[src/rtl/nn_seq_pkg.sv]
// State encoding, default layer sizes and derived per-layer word/row constants
// shared by the NN load sequencer.
package nn_seq_pkg;

  typedef logic [2:0] state_t;

  localparam state_t StIdle  = 3'd0;
  localparam state_t StImage = 3'd1;
  localparam state_t StL1    = 3'd2;
  localparam state_t StL2    = 3'd3;
  localparam state_t StL3    = 3'd4;
  localparam state_t StFin   = 3'd5;

  localparam int unsigned DefImageSize   = 64;
  localparam int unsigned DefFirstLayer  = 16;
  localparam int unsigned DefSecondLayer = 8;
  localparam int unsigned DefThirdLayer  = 10;

  localparam int unsigned ImageWords = DefImageSize;
  localparam int unsigned L1Words    = DefImageSize * DefFirstLayer;
  localparam int unsigned L2Words    = DefFirstLayer * DefSecondLayer;
  localparam int unsigned L3Words    = DefSecondLayer * DefThirdLayer;
  localparam int unsigned TotalWords = ImageWords + L1Words + L2Words + L3Words;

  localparam int unsigned L1RowLen = DefImageSize;
  localparam int unsigned L2RowLen = DefFirstLayer;
  localparam int unsigned L3RowLen = DefSecondLayer;

  function automatic logic [1:0] layer_of(state_t s);
    case (s)
      StL1:    return 2'd1;
      StL2:    return 2'd2;
      StL3:    return 2'd3;
      default: return 2'd0;
    endcase
  endfunction

endpackage

[src/rtl/flex_counter.sv]
// Wrapping counter 0..rollover_val-1; rollover_flag marks the last position.
module flex_counter #(
  parameter int unsigned NUM_CNT_BITS = 16
) (
  input  logic                    clk,
  input  logic                    n_rst,
  input  logic                    clear,
  input  logic                    count_enable,
  input  logic [NUM_CNT_BITS-1:0] rollover_val,
  output logic                    rollover_flag
);

  logic [NUM_CNT_BITS-1:0] count_q, count_d;

  assign rollover_flag = (count_q == rollover_val - 1'b1);

  always_comb begin
    count_d = count_q;
    if (clear) begin
      count_d = '0;
    end else if (count_enable) begin
      count_d = rollover_flag ? '0 : count_q + 1'b1;
    end
  end

  // Reset is sampled synchronously to match the rest of the sequencer.
  always_ff @(posedge clk) begin
    if (!n_rst) begin
      count_q <= '0;
    end else begin
      count_q <= count_d;
    end
  end

endmodule

[src/rtl/nn_load_sequencer.sv]
// Streams the image then layer 1..3 coefficients from Avalon-MM memory.
// Optional SEQ_STALL_CNT_EN adds a saturating waitrequest stall counter output.
module nn_load_sequencer
  import nn_seq_pkg::*;
#(
  parameter int unsigned IMAGE_SIZE   = DefImageSize,
  parameter int unsigned FIRST_LAYER  = DefFirstLayer,
  parameter int unsigned SECOND_LAYER = DefSecondLayer,
  parameter int unsigned THIRD_LAYER  = DefThirdLayer
) (
  input  logic        clk,
  input  logic        rst,
  input  logic        start,
  input  logic [31:0] base_addr,
  input  logic        consumer_ready,
  output logic [31:0] avm_address,
  output logic        avm_read,
  input  logic        avm_waitrequest,
  input  logic [15:0] avm_readdata,
  output logic [15:0] data_out,
  output logic        data_valid,
  output logic        n_coef_image,
  output logic [6:0]  coef_select,
  output logic [1:0]  layer,
  output logic        busy,
  output logic        done
`ifdef SEQ_STALL_CNT_EN
  ,
  output logic [15:0] stall_cnt
`endif
);

  state_t      state_q, state_d, next_fetch;
  logic [31:0] addr_q;
  logic        pend_q;
  logic [15:0] word_cnt_q;
  logic [6:0]  neuron_q;
  logic [15:0] state_words, row_len;
  logic        fetch, accept, last_word, advance, row_flag, start_ok;
  logic [15:0] data_q;
  logic        valid_q, nci_q, done_q;
  logic [6:0]  coef_q;
  logic [1:0]  layer_q;

  always_comb begin
    state_words = 16'd1;
    row_len     = 16'd1;
    next_fetch  = StFin;
    case (state_q)
      StImage: begin
        state_words = 16'(IMAGE_SIZE);
        row_len     = 16'(IMAGE_SIZE);
        next_fetch  = StL1;
      end
      StL1: begin
        state_words = 16'(IMAGE_SIZE * FIRST_LAYER);
        row_len     = 16'(IMAGE_SIZE);
        next_fetch  = StL2;
      end
      StL2: begin
        state_words = 16'(FIRST_LAYER * SECOND_LAYER);
        row_len     = 16'(FIRST_LAYER);
        next_fetch  = StL3;
      end
      StL3: begin
        state_words = 16'(SECOND_LAYER * THIRD_LAYER);
        row_len     = 16'(SECOND_LAYER);
        next_fetch  = StFin;
      end
      default: ;
    endcase
  end

  assign fetch     = (state_q == StImage) || (state_q == StL1) ||
                     (state_q == StL2) || (state_q == StL3);
  // A stalled request stays up regardless of consumer_ready until accepted.
  assign avm_read  = fetch && (consumer_ready || pend_q);
  assign accept    = avm_read && !avm_waitrequest;
  assign last_word = (word_cnt_q == state_words - 16'd1);
  assign advance   = accept && last_word;
  assign start_ok  = (state_q == StIdle) && start;

  always_comb begin
    state_d = state_q;
    case (state_q)
      StIdle:  if (start) state_d = StImage;
      StFin:   state_d = StIdle;
      default: if (advance) state_d = next_fetch;
    endcase
  end

  flex_counter #(
    .NUM_CNT_BITS(16)
  ) u_row_cnt (
    .clk          (clk),
    .n_rst        (!rst),
    .clear        (advance || (state_q == StIdle)),
    .count_enable (accept),
    .rollover_val (row_len),
    .rollover_flag(row_flag)
  );

  always_ff @(posedge clk) begin
    if (rst) begin
      state_q    <= StIdle;
      addr_q     <= '0;
      pend_q     <= 1'b0;
      word_cnt_q <= '0;
      neuron_q   <= '0;
      data_q     <= '0;
      valid_q    <= 1'b0;
      nci_q      <= 1'b0;
      coef_q     <= '0;
      layer_q    <= '0;
      done_q     <= 1'b0;
    end else begin
      state_q <= state_d;
      pend_q  <= avm_read && avm_waitrequest;
      if (start_ok) begin
        addr_q <= base_addr;
      end else if (accept) begin
        addr_q <= addr_q + 32'd1;
      end
      if (advance || (state_q == StIdle)) begin
        word_cnt_q <= '0;
        neuron_q   <= '0;
      end else if (accept) begin
        word_cnt_q <= word_cnt_q + 16'd1;
        if (row_flag && (state_q != StImage)) neuron_q <= neuron_q + 7'd1;
      end
      valid_q <= accept;
      // Sideband is captured with the word so it describes data_out exactly.
      if (accept) begin
        data_q  <= avm_readdata;
        coef_q  <= neuron_q;
        layer_q <= layer_of(state_q);
        nci_q   <= (state_q != StImage);
      end
      done_q <= (state_q == StFin);
    end
  end

`ifdef SEQ_STALL_CNT_EN
  logic [15:0] stall_q;

  always_ff @(posedge clk) begin
    if (rst || start_ok) begin
      stall_q <= '0;
    end else if (avm_read && avm_waitrequest && (stall_q != 16'hFFFF)) begin
      stall_q <= stall_q + 16'd1;
    end
  end

  assign stall_cnt = stall_q;
`endif

  assign avm_address  = addr_q;
  assign data_out     = data_q;
  assign data_valid   = valid_q;
  assign n_coef_image = nci_q;
  assign coef_select  = coef_q;
  assign layer        = layer_q;
  assign busy         = (state_q != StIdle);
  assign done         = done_q;

endmodule

[config.mk]
export PLATFORM = sky130hd
export DESIGN_NAME = nn_load_sequencer
export DESIGN_NICKNAME = d
export VERILOG_FILES = /design/src/rtl/nn_seq_pkg.sv /design/src/rtl/flex_counter.sv /design/src/rtl/nn_load_sequencer.sv
export SDC_FILE = /design/constraint.sdc
export NUM_CORES = 1
export LEC_CHECK = 0
export CAP_MARGIN = 20
export CORE_AREA = 2 2 124 126
export DETAILED_ROUTE_END_ITERATION = 12
export DIE_AREA = 0 0 126 128
export GPL_TIMING_DRIVEN = 0
export PLACE_DENSITY_LB_ADDON = 0.2
export REMOVE_ABC_BUFFERS = 1
export SLEW_MARGIN = 20
export SYNTH_ARGS = -nofsm -noshare
export SYNTH_HDL_FRONTEND = slang
export SYNTH_SLANG_ARGS = --single-unit
[constraint.sdc]
create_clock -name clk -period 2.42 [get_ports clk]
set_input_delay 0.484 -clock clk [delete_from_list [all_inputs] [get_ports clk]]
set_output_delay 0.484 -clock clk [all_outputs]
set_load 0.01 [all_outputs]
### After elaboration in Yosys (flattened, before gate mapping)

Cells that the tools add are included.
W data, S select, Z words.

| storage, ports and cells | value |
|---|---|
| input port bits | 53 |
| word-level logic and storage cells | 57 |
| flip-flop bits (word level) | 103 |
| output and inout port bits | 62 |

| operators by class | value |
|---|---|
| mux-type cells | 10 |
| $add $sub $neg | 6 |
| reduce and logical (&&, ||, !) cells | 20 |
| eq/ne operators | 9 |

Operator list:

| operator | count |
|---|---|
| $mux W32 | 2 |
| $pmux W11 S4 | 1 |
| $add A16 B1 Y16 const B | 2 |
| $add A32 B1 Y32 const B | 1 |
| $eq A16 B16 Y1 | 2 |
| $pmux W7 S3 | 1 |
| $mux W16 | 1 |
| $sub A16 B1 Y16 const B | 1 |
| $pmux W3 S3 | 1 |
| $sub A7 B1 Y8 const B | 1 |
| $add A7 B1 Y7 const B | 1 |
| $eq A3 B2 Y1 const B | 2 |
| $eq A3 B3 Y1 const B | 2 |
| $logic_and A1 B1 Y1 | 6 |
| $mux W3 | 2 |
| $pmux W2 S3 | 1 |
| $pmux W3 S2 | 1 |
| $reduce_bool A3 Y1 | 2 |
| $logic_or A1 B1 Y1 | 5 |
| $reduce_and A2 Y1 | 2 |
| $reduce_or A2 Y1 | 2 |
| $eq A3 B1 Y1 const B | 1 |
| $logic_not A3 Y1 | 1 |
| $ne A3 B1 Y1 const B | 1 |
| other kinds (3) | 3 |

### Depth between registers and ports, before layout

| depth | value |
|---|---|
| word-level depth | 9 |
| depth in mapped cells | 9 |
| depth with buffers taken out | 6 |

### Hierarchy

Synthesis repeated with hierarchy kept, for this count alone.

| second synthesis, totals | value |
|---|---|
| cell total of the unflattened synthesis | 701 |
| area total of the unflattened synthesis | 5,515.3 sq um |

Modules (own cells, without submodules):

| module | cells each | area each (sq um) | seq. area each (sq um) | times used |
|---|---|---|---|---|
| nn_load_sequencer | 515 | 4,086.4 | 1,741.7 | 1 |
| flex_counter | 186 | 1,428.9 | 320.3 | 1 |

### Worst setup path before layout

No wires, ideal clock.

| path | value |
|---|---|
| path type | input to register |
| from | input port avm_waitrequest |
| to | register u_row_cnt.count_q[0] |
| library setup time | 0.117 ns |
| path buffers | 3 |
| required time | 2.303 ns |
| arrival | 2.055 ns |
| stages on the path | 8 |
| slack | 0.248 ns |
| cells stage by stage | o21ba_2 > clkbuf_1 > nand4_1 > a2111oi_2 > a211o_1 > buf_2 > buf_2 > nor2_1 |

| between the ends | value |
|---|---|
| word-level cells in the longest chain between the ends | 5 |

Ends and longest elaborated chain:

| element | RTL line | source |
|---|---|---|
| from (decl) | nn_load_sequencer.sv:18 | `input logic avm_waitrequest,` |
| $logic_not A1 Y1 (*) | nn_load_sequencer.sv:78 | `assign accept = avm_read && !avm_waitrequest;` |
| $logic_and A1 B1 Y1 (*) | nn_load_sequencer.sv:78 |  |
| $logic_and A1 B1 Y1 | nn_load_sequencer.sv:80 | `assign advance = accept && last_word;` |
| $logic_or A1 B1 Y1 | nn_load_sequencer.sv:97 | `.clear (advance \|\| (state_q == StIdle)),` |
| $reduce_or A2 Y1 (no line) | - |  |
| to (signal assigned) | flex_counter.sv:31 | `count_q <= count_d;` |
| to (decl) | flex_counter.sv:13 | `logic [NUM_CNT_BITS-1:0] count_q, count_d;` |

Every way passes the cells marked *; elsewhere a longest branch is shown, timed or not.
A chain may end at the register's enable or synchronous reset.

### Worst setup path in the final report

| path | value |
|---|---|
| from | input port consumer_ready |
| to | output port avm_read |

| between the ends | value |
|---|---|
| word-level cells in the longest chain between the ends | 2 |

Ends and longest elaborated chain:

| element | RTL line | source |
|---|---|---|
| from (decl) | nn_load_sequencer.sv:15 | `input logic consumer_ready,` |
| $logic_or A1 B1 Y1 | nn_load_sequencer.sv:77 | `assign avm_read = fetch && (consumer_ready \|\| pend_q);` |
| $logic_and A1 B1 Y1 | nn_load_sequencer.sv:77 |  |
| to (decl) | nn_load_sequencer.sv:17 | `output logic avm_read,` |

Every way passes these cells.

==> reports/results.txt <==
combinational power share - 0.128
Die Span Y - 128 µm
TritonCTS Buffers - 9
outcome - completed
DIE AREA - 0.0161 mm²
Worst R2R Path Depth - 6
Inserted Diodes - 0
flop2flop setup slack - 0.17 ns
Area growth syn-to-layout - 36.7%
worst slew pin tran - 0.894 ns
met3 usage - 0.0380
area share of the largest cell type after synthesis - 0.403
Async S/R FF share, synth - 0
root buffer cell - clkbuf_16
Final #Nets - 783
cell taking the most area after synthesis - dfxtp_1
core footprint - 0.0149 mm²
Detailed Route Iter0 Violations - 414
minimum clock period after layout - 2.37 ns
filler instances - 1,461
Hold Path Class - reg -> reg
reg2reg end - neuron_q[5]$_SDFFE_PP0P_
arrival time worst endpoint - 1.89 ns
Total GRT Usage - 0.178
gpl congestion - 0.809
Routed WL - 14,600 µm
WP data required - 1.94 ns
Worst-Skew Late Latency - 0.36 ns
register area share after synthesis - 0.403
number of sinks on the clock net - 103
Slew headroom - 0.399
Critical Path Fanout Max - 3
DP Wirelength - 9710 µm
grt total ovfl - 0
Setup violations, final - 0
first-pass GRT wire length - 23,700 µm
WL/cell - 15.9 µm
Placed Cells - 888
die width - 126 µm
CTS H-Tree Depth - 3
Worst Path Class, Setup - in -> out
Netlist Area Pre-Place - 0.00512 mm²
fin util - 0.471
Max Freq - 422 MHz
CP Launch Type - input port
clk buf depth - 2
Tcrit/Tclk final - 0.980
EDFF count, synth - 0
vias in the first global route - 4,772
ys flop type - dfxtp_1
Mean Syn Cell Area - 8.24 µm²
Starting Density - 0.344
switching share of power - 0.245
met2 GRT Util - 0.288
1st-pass router iterations - 4
share of power burned in registers - 0.461
sw power - 0.000963 W
IO Port Bufs - 114
pin count of the biggest net entering global routing - 66
final hold vios - 0
Pwr Density - 561 mW/mm²
top cells by area, synth - dfxtp_1 40%, nand2_1 5.6%, a21oi_1 4.5%
Max VDD drop - 358 µV
max-cap viol count - 0
Synth Instances - 621
Critical Path Source - consumer_ready
fin cells - 919
Worst setup EP type - output port
max-slew violation count - 0
TNS Setup - 0 ns
Clock power frac - 0.411
fraction of layout instances using a drive strength above 1 - 0.0917
Layout Skew - 0.00968 ns
DR vias - 5,033
DR DRC count - 0
Worst-path clk slew - 0.07 ns
Yosys Warn Count - 0
hold buffer count at cts - 0
gr busiest metal - met2
Worst Setup EP - avm_read
RSZ-0062 raised after global routing - no
Ports - 115
ANT nets after route - 0
Seq cells post-synth - 103
initial antenna violation count - 0
row count - 45
Leak Pwr - 2.23 nW
Design Power - 0.00393 W
internal power - 0.00297 W
met1 usage - 0.233
routed vias/inst - 5.48
CTS tree - built
Cell variety after synth - 63
worst r2r src - state_q[1]$_SDFFE_PP0P_
through the flow:
step | setup slack [ns] | cell area (µm²) | hold WS, ns
2_1_floorplan | -1.19 | 4950 | 0.434
3_3_place_gp | -3.06 | 6320 | 0.441
3_5_place_dp | -0.964 | 6410 | 0.447
4_1_cts | 0.00549 | 6850 | 0.458
5_1_grt | 0.00441 | 7000 | 0.476
6_report | 0.0478 | 7000 | 0.456
Yosys cell counts, drive strengths merged (2+ instances only):
library cell and count:
dfxtp 103, nand2 77, nor2 59, a21oi 47, nor3 34, clkbuf 24
nand4 24, nand3 23, xnor2 22, xor2 20, buf 15, nor4 15
a211oi 14, and3 14, or4 14, a31oi 12, o21ai 9, o31ai 9
and4 7, o211ai 7, inv 6, a2111oi 5, a22oi 5, nor2b 5
or3 5, a311oi 4, ha 4, mux2i 4, nand2b 4, and2 3
o21a 3, o21bai 3, and3b 2, nor3b 2, nor4b 2, or4b 2
layout by cell type (no fill, tap or decap), types with 12 or more instances in the layout:
cell | netlist | layout
nand3_1 | 22 | 20
and3_1 | 14 | 14
dfxtp_1 | 103 | 100
a21oi_1 | 46 | 46
nand2_1 | 77 | 76
nor2_1 | 58 | 57
nor3_1 | 30 | 29
or4_1 | 14 | 14
xnor2_1 | 22 | 22
nand4_1 | 24 | 24
clkdlybuf4s50_1 | 0 | 112
nor4_1 | 15 | 12
a211oi_1 | 14 | 14
xor2_1 | 20 | 20
power groups by stage:
stage | Clock, W | Combinational [W] | Sequential [W]
after global routing | 0.00172 | 0.000542 | 0.00182
final | 0.00162 | 0.000503 | 0.00181
after CTS | 0.00167 | 0.000479 | 0.00181
after floorplan | 0 | 0.000169 | 0.00186
after global placement | 0 | 0.000448 | 0.00185
after detailed placement | 0 | 0.000463 | 0.00185
cells by family after synthesis:
family	Yosys count	synth area share
simple gates	296	0.301
flops	103	0.403
fa+ha+maj	4	0.00978
xor+xnor	42	0.0719
compound gates	126	0.166
buf+inv	45	0.0381
mux	5	0.0100
timing repair:
action	4_1_cts	5_1_grt
endpoints found under the hold margin	0	0
gates resized for setup	16	8
pin swaps	4	4
setup buffers	6	8
gates cloned	0	1
setup endpoints to repair	73	51
cell type report:
| type | count | area, µm² | share of cell area |
|---|---|---|---|
| multi-input cells | 474 | 3020 | 0.431 |
| clock inverters | 5 | 80.1 | 0.0114 |
| repair buffers | 132 | 1320 | 0.188 |
| flip-flops and latches | 103 | 2070 | 0.296 |
| well taps | 188 | 235 | 0.0336 |
| clock buffers | 11 | 253 | 0.0361 |
| inverters | 6 | 22.5 | 0.00322 |
flip-flops by register name (all words and copies together) (netlist names), named ones only:
register           cells
u_row_cnt.count_q     16
done                   1
pend_q                 1
state_q                2
layer                  2
n_coef_image           1
word_cnt_q            16
avm_address           32
data_valid             1
neuron_q               7
data_out              16
coef_select            7
worst min path at each step:
stage | startpoint | end | depth (start not counted)
after floorplan | neuron_q[6]$_SDFFE_PP0P_ | coef_select[6]$_SDFFE_PP0P_ | 2
after global placement | data_out[1]$_SDFFE_PP0P_ | data_out[1]$_SDFFE_PP0P_ | 2
after detailed placement | data_out[2]$_SDFFE_PP0P_ | data_out[2]$_SDFFE_PP0P_ | 2
after CTS | data_out[2]$_SDFFE_PP0P_ | data_out[2]$_SDFFE_PP0P_ | 2
after global routing | data_out[2]$_SDFFE_PP0P_ | data_out[2]$_SDFFE_PP0P_ | 2
final | data_out[14]$_SDFFE_PP0P_ | data_out[14]$_SDFFE_PP0P_ | 2
layer usage:
layer / vias to the layer above / wire length (µm)
met4: 0 / 232
met5: - / 0
met2: 125 / 6790
li1: 2493 / -
met3: 18 / 762
met1: 2397 / 6860
worst max-delay path, stage by stage:
cell             delay, ns
clkdlybuf4s50_1       0.55
nor2_1                0.10
nor3_4                0.18
clkdlybuf4s50_1       0.58
Power figures use the tool's default switching activity.
